--- config.mk ---
export PLATFORM = sky130hd
export DESIGN_NAME = bootloader_wb_loader
export DESIGN_NICKNAME = d
export VERILOG_FILES = /design/src/rtl/bootloader_wb_loader.sv
export SDC_FILE = /design/constraint.sdc
export NUM_CORES = 1
export LEC_CHECK = 0
export ABC_AREA = 1
export CAP_MARGIN = 20
export CORE_MARGIN = 2
export CORE_UTILIZATION = 40
export DETAILED_ROUTE_END_ITERATION = 6
export SYNTH_ARGS = -nofsm -noshare
export SYNTH_HDL_FRONTEND = slang
export SYNTH_SLANG_ARGS = --single-unit
--- constraint.sdc ---
create_clock -name clk -period 8 [get_ports clk]
set_input_delay 1.2 -clock clk [delete_from_list [all_inputs] [get_ports clk]]
set_output_delay 1.2 -clock clk [all_outputs]
set_load 0.1 [all_outputs]
--- src/rtl/bootloader_wb_loader.sv ---
// SD/SPI-fed boot loader: parses block/length headers and streams data bytes into Wishbone RAM
// writes while the CPU is held in reset. Define BOOTLOADER_CHECKSUM_EN for the per-block sum trailer.
module bootloader_wb_loader #(
  parameter int DATA_WIDTH  = 32,
  parameter int ADDR_WIDTH  = 32,
  parameter int BLOCK_SHIFT = 9,
  parameter int BYTE_ORDER  = 0,
  parameter int ACK_TIMEOUT = 255
) (
  input  logic                    clk,
  input  logic                    reset,
  input  logic                    i_spi_start,
  input  logic                    i_spi_comm,
  input  logic                    i_spi_eof,
  input  logic                    i_spi_done,
  input  logic [7:0]              i_spi_data,
  output logic                    o_spi_byte,
  output logic                    o_cpu_rst,
  output logic                    o_mux,
  output logic                    o_ram_cyc,
  output logic                    o_ram_stb,
  output logic                    o_ram_we,
  output logic [DATA_WIDTH/8-1:0] o_ram_sel,
  output logic [DATA_WIDTH-1:0]   o_ram_data,
  output logic [ADDR_WIDTH-1:0]   o_ram_addr,
  input  logic                    i_ram_ack,
  output logic                    o_done,
  output logic                    o_error,
  output logic [3:0]              o_state
);
  localparam int BPW    = DATA_WIDTH / 8;
  localparam int LANE_W = $clog2(BPW);
  localparam int TO_W   = $clog2(ACK_TIMEOUT + 1);

  typedef enum logic [3:0] {
    S_IDLE       = 4'd0,
    S_WAIT_BLOCK = 4'd1,
    S_HDR_BLOCK  = 4'd2,
    S_WAIT_LEN   = 4'd3,
    S_HDR_LEN    = 4'd4,
    S_WAIT_DATA  = 4'd5,
    S_DATA       = 4'd6,
    S_WRITE      = 4'd7,
`ifdef BOOTLOADER_CHECKSUM_EN
    S_CHECK      = 4'd8,
`endif
    S_ERROR      = 4'd9
  } state_t;

  state_t                r_state, w_next, w_after_blk;
  logic [31:0]           r_blk, r_len, r_cnt;
  logic [1:0]            r_hdr_cnt;
  logic [LANE_W-1:0]     r_lane, w_lane;
  logic [DATA_WIDTH-1:0] r_word;
  logic [BPW-1:0]        r_sel;
  logic [ADDR_WIDTH-1:0] r_widx, w_addr;
  logic [TO_W-1:0]       r_ack_cnt;
  logic                  r_gap, r_done, r_error;
  logic                  w_fetch, w_take, w_last_hdr, w_word_full, w_timeout, w_set_err;

`ifdef BOOTLOADER_CHECKSUM_EN
  logic [31:0] r_sum, r_trl;
  logic        w_sum_ok;
  assign w_sum_ok    = ({r_trl[23:0], i_spi_data} == r_sum);
  assign w_after_blk = S_CHECK;
  assign w_fetch     = (r_state == S_HDR_BLOCK) || (r_state == S_HDR_LEN) ||
                       (r_state == S_DATA) || (r_state == S_CHECK);
`else
  assign w_after_blk = S_WAIT_BLOCK;
  assign w_fetch     = (r_state == S_HDR_BLOCK) || (r_state == S_HDR_LEN) || (r_state == S_DATA);
`endif

  // Handshakes: o_spi_byte low requests a byte, which is taken on the first edge with i_spi_done
  // high, after which the request lifts for one cycle; Wishbone cyc/stb/we hold until the ack edge.
  assign w_take      = w_fetch && !r_gap && i_spi_done;
  assign w_last_hdr  = (r_hdr_cnt == 2'd3);
  assign w_word_full = (r_lane == LANE_W'(BPW - 1)) || ((r_cnt + 32'd1) == r_len);
  assign w_timeout   = (r_ack_cnt == TO_W'(ACK_TIMEOUT - 1));
  assign w_lane      = (BYTE_ORDER != 0) ? r_lane : (LANE_W'(BPW - 1) - r_lane);
  assign w_addr      = (ADDR_WIDTH'(r_blk) << BLOCK_SHIFT) + (r_widx << LANE_W);

  always_comb begin
    w_next    = r_state;
    w_set_err = 1'b0;
    case (r_state)
      S_IDLE:       if (i_spi_start) w_next = S_WAIT_BLOCK;
      S_WAIT_BLOCK: begin
        if (i_spi_eof)       w_next = S_IDLE;
        else if (i_spi_comm) w_next = S_HDR_BLOCK;
      end
      S_HDR_BLOCK:  if (w_take && w_last_hdr) w_next = S_WAIT_LEN;
      S_WAIT_LEN:   if (i_spi_comm) w_next = S_HDR_LEN;
      S_HDR_LEN:    if (w_take && w_last_hdr) w_next = S_WAIT_DATA;
      S_WAIT_DATA:  if (i_spi_comm) w_next = (r_len == 32'd0) ? w_after_blk : S_DATA;
      S_DATA:       if (w_take && w_word_full) w_next = S_WRITE;
      S_WRITE: begin
        if (i_ram_ack) begin
          w_next = (r_cnt == r_len) ? w_after_blk : S_DATA;
        end else if (w_timeout) begin
          w_next    = S_ERROR;
          w_set_err = 1'b1;
        end
      end
`ifdef BOOTLOADER_CHECKSUM_EN
      S_CHECK: begin
        if (w_take && w_last_hdr) begin
          if (w_sum_ok) begin
            w_next = S_WAIT_BLOCK;
          end else begin
            w_next    = S_ERROR;
            w_set_err = 1'b1;
          end
        end
      end
`endif
      S_ERROR:      if (i_spi_start) w_next = S_WAIT_BLOCK;
      default:      w_next = S_IDLE;
    endcase
  end

  always_ff @(posedge clk) begin
    if (reset) begin
      r_state   <= S_IDLE;
      r_blk     <= '0;
      r_len     <= '0;
      r_cnt     <= '0;
      r_hdr_cnt <= '0;
      r_lane    <= '0;
      r_word    <= '0;
      r_sel     <= '0;
      r_widx    <= '0;
      r_ack_cnt <= '0;
      r_gap     <= 1'b0;
      r_done    <= 1'b0;
      r_error   <= 1'b0;
`ifdef BOOTLOADER_CHECKSUM_EN
      r_sum     <= '0;
      r_trl     <= '0;
`endif
    end else begin
      r_state   <= w_next;
      r_gap     <= w_take;
      r_done    <= (r_state == S_WAIT_BLOCK) && i_spi_eof;
      r_ack_cnt <= (r_state == S_WRITE) ? r_ack_cnt + 1'b1 : '0;
      if (w_set_err) r_error <= 1'b1;
      else if (i_spi_start && ((r_state == S_IDLE) || (r_state == S_ERROR))) r_error <= 1'b0;

      case (r_state)
        S_IDLE, S_ERROR: begin
          if (i_spi_start) begin
            r_blk <= '0;
            r_len <= '0;
          end
        end
        // Every block starts with a fresh word, index, byte count and sum.
        S_WAIT_BLOCK: begin
          r_cnt     <= '0;
          r_hdr_cnt <= '0;
          r_lane    <= '0;
          r_word    <= '0;
          r_sel     <= '0;
          r_widx    <= '0;
`ifdef BOOTLOADER_CHECKSUM_EN
          r_sum     <= '0;
`endif
        end
        S_HDR_BLOCK: begin
          if (w_take) begin
            r_blk     <= {r_blk[23:0], i_spi_data};
            r_hdr_cnt <= r_hdr_cnt + 2'd1;
          end
        end
        S_HDR_LEN: begin
          if (w_take) begin
            r_len     <= {r_len[23:0], i_spi_data};
            r_hdr_cnt <= r_hdr_cnt + 2'd1;
          end
        end
        S_DATA: begin
          if (w_take) begin
            r_word[{w_lane, 3'b000} +: 8] <= i_spi_data;
            r_sel[w_lane]                 <= 1'b1;
            r_lane                        <= r_lane + 1'b1;
            r_cnt                         <= r_cnt + 32'd1;
`ifdef BOOTLOADER_CHECKSUM_EN
            r_sum                         <= r_sum + {24'd0, i_spi_data};
`endif
          end
        end
        S_WRITE: begin
          if (i_ram_ack) begin
            r_widx <= r_widx + 1'b1;
            r_lane <= '0;
            r_word <= '0;
            r_sel  <= '0;
          end
        end
`ifdef BOOTLOADER_CHECKSUM_EN
        S_CHECK: begin
          if (w_take) begin
            r_trl     <= {r_trl[23:0], i_spi_data};
            r_hdr_cnt <= r_hdr_cnt + 2'd1;
          end
        end
`endif
        default: ;
      endcase
    end
  end

  assign o_state    = r_state;
  assign o_mux      = (r_state != S_IDLE);
  assign o_cpu_rst  = (r_state != S_IDLE);
  assign o_spi_byte = !(w_fetch && !r_gap);
  assign o_ram_cyc  = (r_state == S_WRITE);
  assign o_ram_stb  = (r_state == S_WRITE);
  assign o_ram_we   = (r_state == S_WRITE);
  assign o_ram_sel  = (r_state == S_WRITE) ? r_sel : '0;
  assign o_ram_data = r_word;
  assign o_ram_addr = w_addr;
  assign o_done     = r_done;
  assign o_error    = r_error;
endmodule
==> out/results.txt, run 1 <==
The flow ran to the end, and the final reports show no timing, DRC or antenna violations. Based on the critical path, the design can be clocked at up to 0.176 GHz. The fraction of synthesis flops using an asynchronous set or reset pin is 0. Before CTS, the worst setup slack after placement is 2840 ps. Sorting the synthesized cells by area gives the leading types as sky130_fd_sc_hd__dfxtp_1 (34%), sky130_fd_sc_hd__nand2_1 (12%), sky130_fd_sc_hd__a21oi_1 (8.6%), sky130_fd_sc_hd__nand3_1 (5.8%), sky130_fd_sc_hd__nor2_1 (5.2%). The tools report the effective utilization at floorplan as 0.404.

Share of Yosys cell area claimed by the top area cell type: 0.342. The die covers 26500 sq um. Leaving out fill and tap cells, the most frequent cells in the layout are sky130_fd_sc_hd__nand2_1 (316), sky130_fd_sc_hd__a21oi_1 (173), sky130_fd_sc_hd__dfxtp_1 (172).

The cell count after synthesis came out at 1477. Measured in cells, the most critical reg-to-reg path has a length of 10. In the final design database the tool counted 1586 nets. In this run the remaining antenna-violating nets after routing total 0. The tools report the sequential share of the synthesized area as 0.342. The final hold violation count came out at 0. The register-to-register setup slack is 4640 ps, and the number of fillers in the final layout is 2554. For the initial antenna violation count, the log shows 0. The cts-stage hold buffer count came out at 0. The run gives 17 as the CTS buffer count.

After clock tree synthesis, the clock-pin slew on the worst setup and hold paths is 70 ps. The global-route usage over all layers is 0.245. Port buffering added 92 buffers.

The tightest min-delay check is of the reg -> reg type. The final-layout setup total negative slack was 0 ps. For this run, the leading register cell type out of synthesis is sky130_fd_sc_hd__dfxtp_1. The number of vias per cell after detailed routing works out to 5.43. The logs give 0 for the number of gates resized after cts and 6 for the number of detailed-route iterations in the first pass. The number of vias in the routed layout is 10200.

Traced cell by cell, the critical path runs through ha_1 > inv_1 > fa_1 > o21ai_0 > a21oi_1 > o21ai_0 > a21boi_0 > o21ai_0 > a21oi_1 > xnor2_1 > clkdlybuf4s50_1. At the end of routability-driven placement, the weighted congestion stood at 0.946. The leading cell type in the layout, fill and taps excluded was sky130_fd_sc_hd__nand2_1. The worst setup path is launched from a register.

For this run the aggregate overflow at the end of global routing stands at 0. Across the whole layout, storage elements account for 3440 sq um. In the routed design, unresolved DRC markers number 0. The tools report the endpoint kind of the worst setup timing path as an output port. The count of synthesis-stage warnings from yosys is 0. The run gives 0.285 as the relative slew slack. 95 I/O pins were placed.

The tools report the arrival time of the worst setup path as 4470 ps. The largest total area in the synthesized netlist belongs to sky130_fd_sc_hd__dfxtp_1. The tools report the least setup slack across all paths after layout as 2330 ps. The total inserted antenna cells is 0. CTS saw 172 sinks. TritonCTS built the clock tree. In this design, the stage delay of the slowest critical-path cell is 1150 ps. The clock reaches the later pin of the worst-skew pair after 440 ps. The H-tree generated during clock tree synthesis spans 4 levels. Counting I/O delays and the setup requirement, the final critical path takes 5670 ps. The startpoint identified for the worst hold timing path is o_ram_data[25]$_SDFFE_PP0P_. The buffer levels on the longest clock path is 2, and the via count of the first global-routing pass is 9386.

The path with the worst hold slack has its endpoint at o_ram_data[25]$_SDFFE_PP0P_. For the pin with the worst max-slew slack, the measured transition is 1070 ps. Among all stages on the critical path, the largest delay is contributed by sky130_fd_sc_hd__clkdlybuf4s50_1. Dividing the detail-routed wire length by the instance count gives 17.1 um. Across the run, the number of max-cap violations was 0.

The run gives 49 as the largest net degree at the start of global routing. The clock root buffer master was sky130_fd_sc_hd__clkbuf_16. The floorplan row count is 58. The detailed placement HPWL was 23.4 mm. For the final wirelength, the log shows 32.2 mm. The launching point of the worst reg2reg path is o_state[1]$_SDFFE_PP0P_. The total of flip-flops plus latches after synthesis is 172, and the wire length of the first global-routing pass is 51.2 mm. Setup repair after global routing left no endpoint under its margin. The chip width works out to 163 um. The total power density per cell area is 315 nW/um^2, and the post-synthesis instance area is 10100 sq um.

The number of buffers inserted by post-CTS setup repair came out at 0. The kind of critical path is reg -> out. Post-route fraction of the period consumed by the critical path: 0.709. The endpoint of the lowest-slack register-to-register path is r_cnt[11]$_SDFFE_PP0P_. Data on the critical path is required at its endpoint by 6800 ps.

The cell repeated most along the worst path is sky130_fd_sc_hd__o21ai_0. The multi-input combinational cells in the finished layout cover a total of 5820 sq um. Compared with the post-synthesis result, the final layout area differs by 16.9%. The maximum fanout count along the critical path was 5; the number of instances on the worst hold path was 2. Between clock sinks in the finished design, the worst skew comes to 12.6 ps.

For the number of design-rule violations left by the first detailed-router iteration, the log shows 821. Total core area: 25000 sq um. The mean post-synth cell area was 6.82 sq um. Setup violations remaining at the end of the flow were counted as 0. For the max-slew violation count, the log shows 0. The share of post-route cells with drive strength above 1 is 0.0586, and the number of distinct standard cells referenced by the synthesized netlist is 52. The synthesized design contains 0 enable-type register cells.

Height of the die: 163 um. The worst-case IR drop observed on VDD is 280 uV. The analysis attributes to cell leakage a power of 4.43 nW.
flip-flops by register name, indices dropped and copies added (netlist names):
name / cells
o_done: 1
o_error: 1
o_ram_data: 32
o_state: 4
r_ack_cnt: 8
r_blk: 23
r_cnt: 32
r_gap: 1
r_hdr_cnt: 2
r_lane: 2
r_len: 32
r_sel: 4
r_widx: 30
layout make-up:
cell class,count,share of cell area
Multi-Input combinational cell,1102,0.493
Sequential cell,172,0.292
Timing Repair Buffer,100,0.0828
Inverter,146,0.0466
Clock buffer,18,0.0373
Tap cell,330,0.0350
Clock inverter,14,0.0127
cells in the mapped netlist (2+ instances only):
library cell and number:
sky130_fd_sc_hd__nor3b_1 4, sky130_fd_sc_hd__xor2_1 35, sky130_fd_sc_hd__nor2_1 140, sky130_fd_sc_hd__a31oi_1 15, sky130_fd_sc_hd__o21a_1 6, sky130_fd_sc_hd__nor4_1 21, sky130_fd_sc_hd__dfxtp_1 172, sky130_fd_sc_hd__nor2_2 11
sky130_fd_sc_hd__inv_1 132, sky130_fd_sc_hd__inv_2 12, sky130_fd_sc_hd__o211ai_1 2, sky130_fd_sc_hd__or2_2 3, sky130_fd_sc_hd__nand3_1 116, sky130_fd_sc_hd__a21boi_0 3, sky130_fd_sc_hd__o21bai_1 3, sky130_fd_sc_hd__nor3_1 22
sky130_fd_sc_hd__nor2_4 4, sky130_fd_sc_hd__o21ai_1 4, sky130_fd_sc_hd__nand2_2 8, sky130_fd_sc_hd__o211a_1 2, sky130_fd_sc_hd__a21o_1 3, sky130_fd_sc_hd__ha_1 31, sky130_fd_sc_hd__nand2_1 316, sky130_fd_sc_hd__and3_1 3
sky130_fd_sc_hd__o31ai_1 5, sky130_fd_sc_hd__nand4_1 38, sky130_fd_sc_hd__a311oi_1 2, sky130_fd_sc_hd__nand3_2 2, sky130_fd_sc_hd__a211oi_1 31, sky130_fd_sc_hd__buf_2 11, sky130_fd_sc_hd__a21oi_1 173, sky130_fd_sc_hd__and2_1 2
sky130_fd_sc_hd__clkbuf_1 32, sky130_fd_sc_hd__o21ai_0 60, sky130_fd_sc_hd__nor3_2 3, sky130_fd_sc_hd__nand3b_1 2, sky130_fd_sc_hd__xnor2_1 20, sky130_fd_sc_hd__buf_4 14
where the power goes:
| group | switching, mW | total (mW) | internal (mW) |
|---|---|---|---|
| clock network | 0.395 | 0.846 | 0.451 |
| logic | 1.31 | 1.74 | 0.430 |
| registers | 0.139 | 1.12 | 0.985 |
| total | 1.85 | 3.71 | 1.87 |
critical path, delay by kind of cell (launching register included):
kind / cells / cell delay, ps
buffers and inverters: 2 / 1220
flip-flops: 1 / 400
XOR/XNOR: 1 / 150
AO/OA/AOI/OAI: 6 / 1660
adder cells (fa/ha/maj): 2 / 620
worst max path at each step:
| stage | startpoint | end | slack, ps | cells past startpoint |
|---|---|---|---|---|
| after floorplan | r_widx[7]$_SDFFE_PP0P_ | o_ram_addr[25] | 3020 | 10 |
| after global placement | r_widx[7]$_SDFFE_PP0P_ | o_ram_addr[25] | 2980 | 11 |
| after detailed placement | r_widx[7]$_SDFFE_PP0P_ | o_ram_addr[25] | 2840 | 11 |
| after CTS | r_widx[7]$_SDFFE_PP0P_ | o_ram_addr[25] | 2350 | 11 |
| after global routing | r_widx[7]$_SDFFE_PP0P_ | o_ram_addr[25] | 2060 | 11 |
| final | r_widx[7]$_SDFFE_PP0P_ | o_ram_addr[25] | 2330 | 11 |
per-stage QoR:
step,util,instance area [sq um],std cells,hold WS [ps],total power [mW]
6_report,0.472,11800,1882,456,3.71
5_1_grt,0.472,11800,1882,479,3.93
4_1_cts,0.472,11800,1882,459,3.72
3_5_place_dp,0.449,11200,1850,444,2.87
3_3_place_gp,0.449,11200,1850,443,2.86
2_1_floorplan,-,10100,1478,430,2.44
cells by family (layout without fill, tap and decap cells):
family	count (synthesis)	count (layout)	synth area share
AND/OR/NAND/NOR	699	699	0.311
AO/OA/AOI/OAI	314	314	0.175
XOR/XNOR	55	55	0.0478
buffers and inverters	204	278	0.0834
other	1	2	0.000372
adder cells (fa/ha/maj)	32	32	0.0405
flip-flops	172	172	0.342
routing by layer:
metal / vias to the layer above / global-route usage / share of wire
met4: 0 / 0.0688 / 0.018
met5: - / 0 / 0
met3: 39 / 0.0634 / 0.086
met1: 4704 / 0.353 / 0.48
li1: 5101 / - / -
met2: 367 / 0.359 / 0.42
(Power assumes the default switching activity.)
==> run 2, diff against run 1 <==
==> constraint.sdc (replaced) <==
create_clock -name clk -period 5.1 [get_ports clk]
set_input_delay 0.765 -clock clk [delete_from_list [all_inputs] [get_ports clk]]
set_output_delay 0.765 -clock clk [all_outputs]
set_load 0.1 [all_outputs]
==> out/results.txt, run 2 (same netlist as run 1, synthesis figures left out) <==
The tools report the worst slack at placement as 1240 ps. The total power density per cell area is 498 nW/um^2, and the I/O pin count is 95. The cell repeated most along the worst path is sky130_fd_sc_hd__o21ai_0. Setup repair after global routing left no endpoint under its margin. The kind of cell with the highest combined delay on the critical path is compound AO/OA/AOI/OAI gates. The tools report the largest net degree at the start of global routing as 65. The first detailed-routing pass took 5 iterations. The post-layout net count is 1585. At the worst endpoint, the arrival time is 3590 ps. The logs give 0 for the cts-stage hold buffer count and 10300 for the number of vias in the routed layout. The slew of the pin with the lowest slew margin came out at 1090 ps.

TritonCTS built the clock tree. The count of antenna-violating nets left after detailed routing was 0. Clock root buffer master: sky130_fd_sc_hd__clkbuf_16.

The share of post-route cells with drive strength above 1 is 0.0645. For this run, the slowest stage of the critical path takes 460 ps. For the final wirelength, the log shows 32.5 mm.

Traced cell by cell, the critical path runs through ha_1 > inv_1 > fa_1 > o21ai_0 > a21oi_1 > o21ai_0 > a21boi_0 > o21ai_0 > a21oi_1 > xnor2_1 > buf_4. The number of buffers inserted by port buffering was 92. In this run, the number of DRC markers left after iteration 0 of detailed routing was 903. The detailed placement HPWL came out at 24.0 mm. On the final layout, the worst clock skew is 12.5 ps. For the worst-skew pair, the clock arrives at the later sink with an insertion delay of 440 ps. In this run, placement finished with an instance count of 1849.

The initialized floorplan defines 58 standard-cell rows. Along the worst path, the maximum fanout reaches 5. The final-layout setup total negative slack is 0 ps. For the max-slew violation count, the log shows 0. The tools report the post-route non-filler standard cell count as 1882. The height of the die came out at 163 um. The final hold violation count is 0.

The floorplan step defined a core boundary enclosing 25000 sq um. Fill cells in the final layout number 2568. The longest clock path from root to sink contains 2 buffers. The kind of critical path was reg -> out. The met1 capacity usage during global routing was 0.355; the number of vias per cell after detailed routing was 5.48.

The met3 layer usage reported by global route came out at 0.0542. The number of clock sinks is 172, and the final weighted congestion of routability-driven global placement is 0.939. The completed layout was analyzed and its total power is 5.87 mW. The flow ran to the end, and the final reports show no timing, DRC or antenna violations. The tools report the effective utilization at floorplan as 0.404.

For the worst setup path, the data required time is 4340 ps. The analysis attributes to cell leakage a power of 4.45 nW. The floorplan step set the die width to 163 um. The logs give 0.367 for the met2 track demand over resource in global routing and 0 for the number of buffers inserted by post-CTS setup repair. For this run the aggregate overflow at the end of global routing stands at 0. For the number of failing setup endpoints in the final timing report, the log shows 0. The endpoint kind of the worst setup timing path was an output port. The initial antenna violation count was 0; the core occupancy in the finished layout was 0.472.

Leading cell type in the layout, fill and taps excluded: sky130_fd_sc_hd__nand2_1. Clock-pin slew was measured on the worst setup and hold paths at 70 ps. Via count of the first global-routing pass: 9432. The relative slew slack came out at 0.274. The global routing stage identified its most utilized layer as met2.

The routed length per instance is 17.3 um. The worst path meets setup with 746 ps of slack. In the layout the commonest cells are sky130_fd_sc_hd__nand2_1 (316), sky130_fd_sc_hd__a21oi_1 (173), sky130_fd_sc_hd__dfxtp_1 (172). Static timing analysis puts the maximum clock frequency at 0.230 GHz.

The time the final worst path needs with I/O delays and setup was 4350 ps; the wire length of the first global-routing pass was 51.7 mm. The slowest stage of the critical path is the sky130_fd_sc_hd__o21ai_0 cell. Maximum ir drop on the vdd rail: 524 uV. Relative to the synthesized area, the layout overhead comes to 16.8%.

Max-cap violations in this run came to 0. The CTS buffer count came out at 17. CTS built an H-tree with a depth of 4. The worst setup path is launched from a register. The die covers 26500 sq um. The post-route fraction of the period consumed by the critical path was 0.854; the critical path buffer and inverter count was 2. The worst hold path belongs to the class reg -> reg.

After detailed routing, the number of remaining DRC violations is 0. The number of gates resized after CTS was 0. The global-route usage over all layers was 0.248.
==> run 2: worst reg2reg max path: stages (launching register included) <==
cell                       delay [ps]
sky130_fd_sc_hd__dfxtp_1          510
sky130_fd_sc_hd__inv_2             90
sky130_fd_sc_hd__nor2_2           110
sky130_fd_sc_hd__nand2_1          350
sky130_fd_sc_hd__inv_2            860
sky130_fd_sc_hd__nand2_2          110
sky130_fd_sc_hd__nand2_2          430
sky130_fd_sc_hd__buf_4            340
sky130_fd_sc_hd__nand2_1          120
sky130_fd_sc_hd__nor2_1           190
sky130_fd_sc_hd__a311oi_1         110
==> run 2: final timing paths <==
path	startpoint	slack, ps	depth (start not counted)	end
worst max-delay path	r_widx[7]$_SDFFE_PP0P_	750	11	o_ram_addr[25]
worst min-delay path	o_ram_data[25]$_SDFFE_PP0P_	460	2	o_ram_data[25]$_SDFFE_PP0P_
worst max register to register	o_state[1]$_SDFFE_PP0P_	1740	10	r_cnt[17]$_SDFFE_PP0P_
worst min register to register	o_ram_data[25]$_SDFFE_PP0P_	460	2	o_ram_data[25]$_SDFFE_PP0P_
==> run 2: through the flow <==
stage | hold WS [ps] | instance area, sq um
2_1_floorplan | 430 | 10100
3_3_place_gp | 443 | 11200
3_5_place_dp | 447 | 11200
4_1_cts | 461 | 11800
5_1_grt | 483 | 11800
6_report | 461 | 11800
==> run 2: layer usage <==
layer / up-vias / wire length (um)
met2: 367 / 13600
met4: 0 / 837
met5: - / 0
met1: 4778 / 15400
met3: 51 / 2700
li1: 5112 / -
==> run 2: final cells by class <==
class | instances | area, sq um | share of cell area
Clock buffer | 18 | 429 | 0.0364
Sequential cell | 172 | 3440 | 0.292
Multi-Input combinational cell | 1102 | 5820 | 0.494
Antenna cell | 1 | 2.50 | 0.000212
Timing Repair Buffer | 99 | 941 | 0.0799
Inverter | 146 | 549 | 0.0466
Clock inverter | 14 | 181 | 0.0154
Tap cell | 330 | 413 | 0.0351
==> run 2: where the power goes <==
| group | switching [mW] | total [mW] | leakage, nW | internal (mW) |
|---|---|---|---|---|
| combinational | 2.05 | 2.73 | 2.77 | 0.674 |
| sequential | 0.220 | 1.76 | 1.39 | 1.54 |
| clock | 0.595 | 1.38 | 0.285 | 0.781 |
| total | 2.87 | 5.87 | 4.45 | 3.00 |
==> run 3, diff against run 2 <==
--- a/config.mk
+++ b/config.mk
@@ -10,6 +10,7 @@
 export CORE_MARGIN = 2
 export CORE_UTILIZATION = 40
 export DETAILED_ROUTE_END_ITERATION = 6
+export GPL_ROUTABILITY_DRIVEN = 0
 export SYNTH_ARGS = -nofsm -noshare
 export SYNTH_HDL_FRONTEND = slang
 export SYNTH_SLANG_ARGS = --single-unit
==> out/results.txt, run 3 (same netlist as run 1, synthesis figures left out) <==
The run finished with clean final reports. The fraction of power spent switching nets was 0.497; the routed length per instance was 17.2 um. The internal power came out at 2.93 mW.

The die footprint is 26500 sq um. The total core area was 25000 sq um; the number of buffers inserted by port buffering was 92. The logs give 9415 for the via count of the first global-routing pass and 5.82 mW for the total power. The post-route non-filler standard cell count came out at 1882. The tightest min-delay check is of the reg -> reg type.

The switching component of the power is 2.89 mW. Setup violations remaining at the end of the flow were counted as 0. Least setup slack across all paths after layout: 777 ps. The floorplan row count was 58; the arrival time of the worst setup path was 3560 ps. For the fraction of power consumed by the clock network, the log shows 0.228.

The number of antenna diodes in the final layout is 0. Gates resized during post-CTS repair numbered 0. For this run, design rule violations remaining after detail routing come to 0. The first global-routing pass estimated 51.7 mm of wire.

Clock-pin slew was measured on the worst setup and hold paths at 80 ps. For the final-layout setup total negative slack, the log shows 0 ps. CTS saw 172 sinks.

STA puts the critical path data required time at 4340 ps. Clock tree skew after final layout: 14.6 ps. The post-route fraction of the period consumed by the critical path was 0.848; the total congestion overflow was 0. The logs give 7 for the number of detailed-route iterations in the first pass and 0.471 for the core occupancy in the finished layout.

After routing the design area is 11800 sq um. The routed layout has 10300 vias. The global-route usage over all layers came out at 0.248.

For the pin with the worst max-slew slack, the measured transition is 1070 ps. In this run the post-CTS setup repair buffer count came out at 0. The final layout contains routed wiring with a total length of 32.4 mm. The relative slew slack was 0.287. The tools report the initial antenna violation count as 0.

Derived from the worst setup path, the maximum achievable clock frequency is 0.231 GHz. In this run the static leakage power is 4.45 nW. The chip width is 163 um. The kind of critical path was reg -> out.

The H-tree generated during clock tree synthesis spans 4 levels. The number of design-rule violations left by the first detailed-router iteration is 851. The part of the total power dissipated in sequential elements came out at 0.303.

The share of post-route cells with drive strength above 1 works out to 0.0651. Number of vias per cell after detailed routing: 5.47. Relative to the synthesized area, the layout overhead comes to 16.6%. In this run the clock root is driven by a sky130_fd_sc_hd__clkbuf_16. Height of the die: 163 um. The logs give 0 for the max-slew violation count and 95 for the I/O pin count.

For the final hold violation count, the log shows 0. TritonCTS built the clock tree. The worst slack at placement was 1260 ps; the CTS buffer count was 17. The HPWL after detailed placement is 23.7 mm. In this run the worst path has a maximum fanout of 4. The maximum ir drop on the vdd rail was 445 uV; the post-layout net count was 1586. After detailed placement, the total cell area comes to 11200 sq um.

Setup repair after global routing left no endpoint under its margin. STA classifies the critical path startpoint as a register. The logs give 0 for the count of max-cap constraint violations and 457 ps for the final hold slack. The library cell used most frequently in the layout, excluding fill and tap cells, is sky130_fd_sc_hd__nand2_1. Power share of the combinational group: 0.469. In this run the power density over the cells is 495 nW/um^2. The count of nets left with antenna violations once routing finished came out at 0.

Endpoint kind of the worst setup timing path: an output port. Setup slack on the worst reg-to-reg path comes out at 1740 ps. Once placement completed, the tool counted placed cells totaling 1850.

In the layout the commonest cells are sky130_fd_sc_hd__nand2_1 (316), sky130_fd_sc_hd__a21oi_1 (173), sky130_fd_sc_hd__dfxtp_1 (172). Hold repair after CTS inserted 0 buffers. The insertion delay of the later-clocked pin in the worst-skew pair came out at 440 ps.

Effective utilization at floorplan: 0.404. The buffer levels on the longest clock path was 2. Entering global routing, the biggest net connects 48 pins.

After layout, the minimum clock period comes to 4320 ps.
## run 3: cell types whose count changed in the layout (fill, tap and decap cells not counted), sizes merged
cell / delta
buf: +1
bufinv: -2
clkbuf: +1
clkinvlp: -3
diode: -1
inv: +4
## run 3: metal layers
layer  track usage  routed length, um  vias up
met1         0.363              15600     4773
met2         0.363              13700      369
li1              -                  -     5105
met4        0.0708                620        0
met5             0                  0        -
met3        0.0555               2490       42
## run 3: layout make-up
type	count	area (sq um)
fillers	2621	13200
multi-input cells	1102	5820
flip-flops and latches	172	3440
repair buffers	100	948
inverters	146	549
clock buffers	19	443
well taps	330	413
clock inverters	13	144
## run 3: critical path, stage by stage (launching register included)
cell and delay [ps]:
sky130_fd_sc_hd__dfxtp_1 340, sky130_fd_sc_hd__ha_1 350, sky130_fd_sc_hd__a21oi_1 160, sky130_fd_sc_hd__nand2_1 140, sky130_fd_sc_hd__a21oi_1 240, sky130_fd_sc_hd__o21ai_0 170
sky130_fd_sc_hd__a21boi_0 380, sky130_fd_sc_hd__xnor2_1 180, sky130_fd_sc_hd__clkdlybuf4s50_1 1160
## run 3: path summary, 6_finish.rpt
| kind | start | endpoint | depth (start not counted) |
|---|---|---|---|
| hold reg to reg | o_ram_data[26]$_SDFFE_PP0P_ | o_ram_data[26]$_SDFFE_PP0P_ | 2 |
| hold / removal | o_ram_data[26]$_SDFFE_PP0P_ | o_ram_data[26]$_SDFFE_PP0P_ | 2 |
| setup / recovery | r_blk[2]$_SDFFE_PP0P_ | o_ram_addr[18] | 8 |
| setup reg to reg | o_state[1]$_SDFFE_PP0P_ | r_cnt[11]$_SDFFE_PP0P_ | 9 |
## run 3: power by group through the flow
stage	Combinational, mW	Sequential (mW)	Clock (mW)
finish	2.73	1.76	1.33
global route	2.94	1.79	1.41
CTS	2.72	1.76	1.35
detailed placement	2.71	1.78	0
global placement	2.71	1.79	0
floorplan	1.56	2.27	0
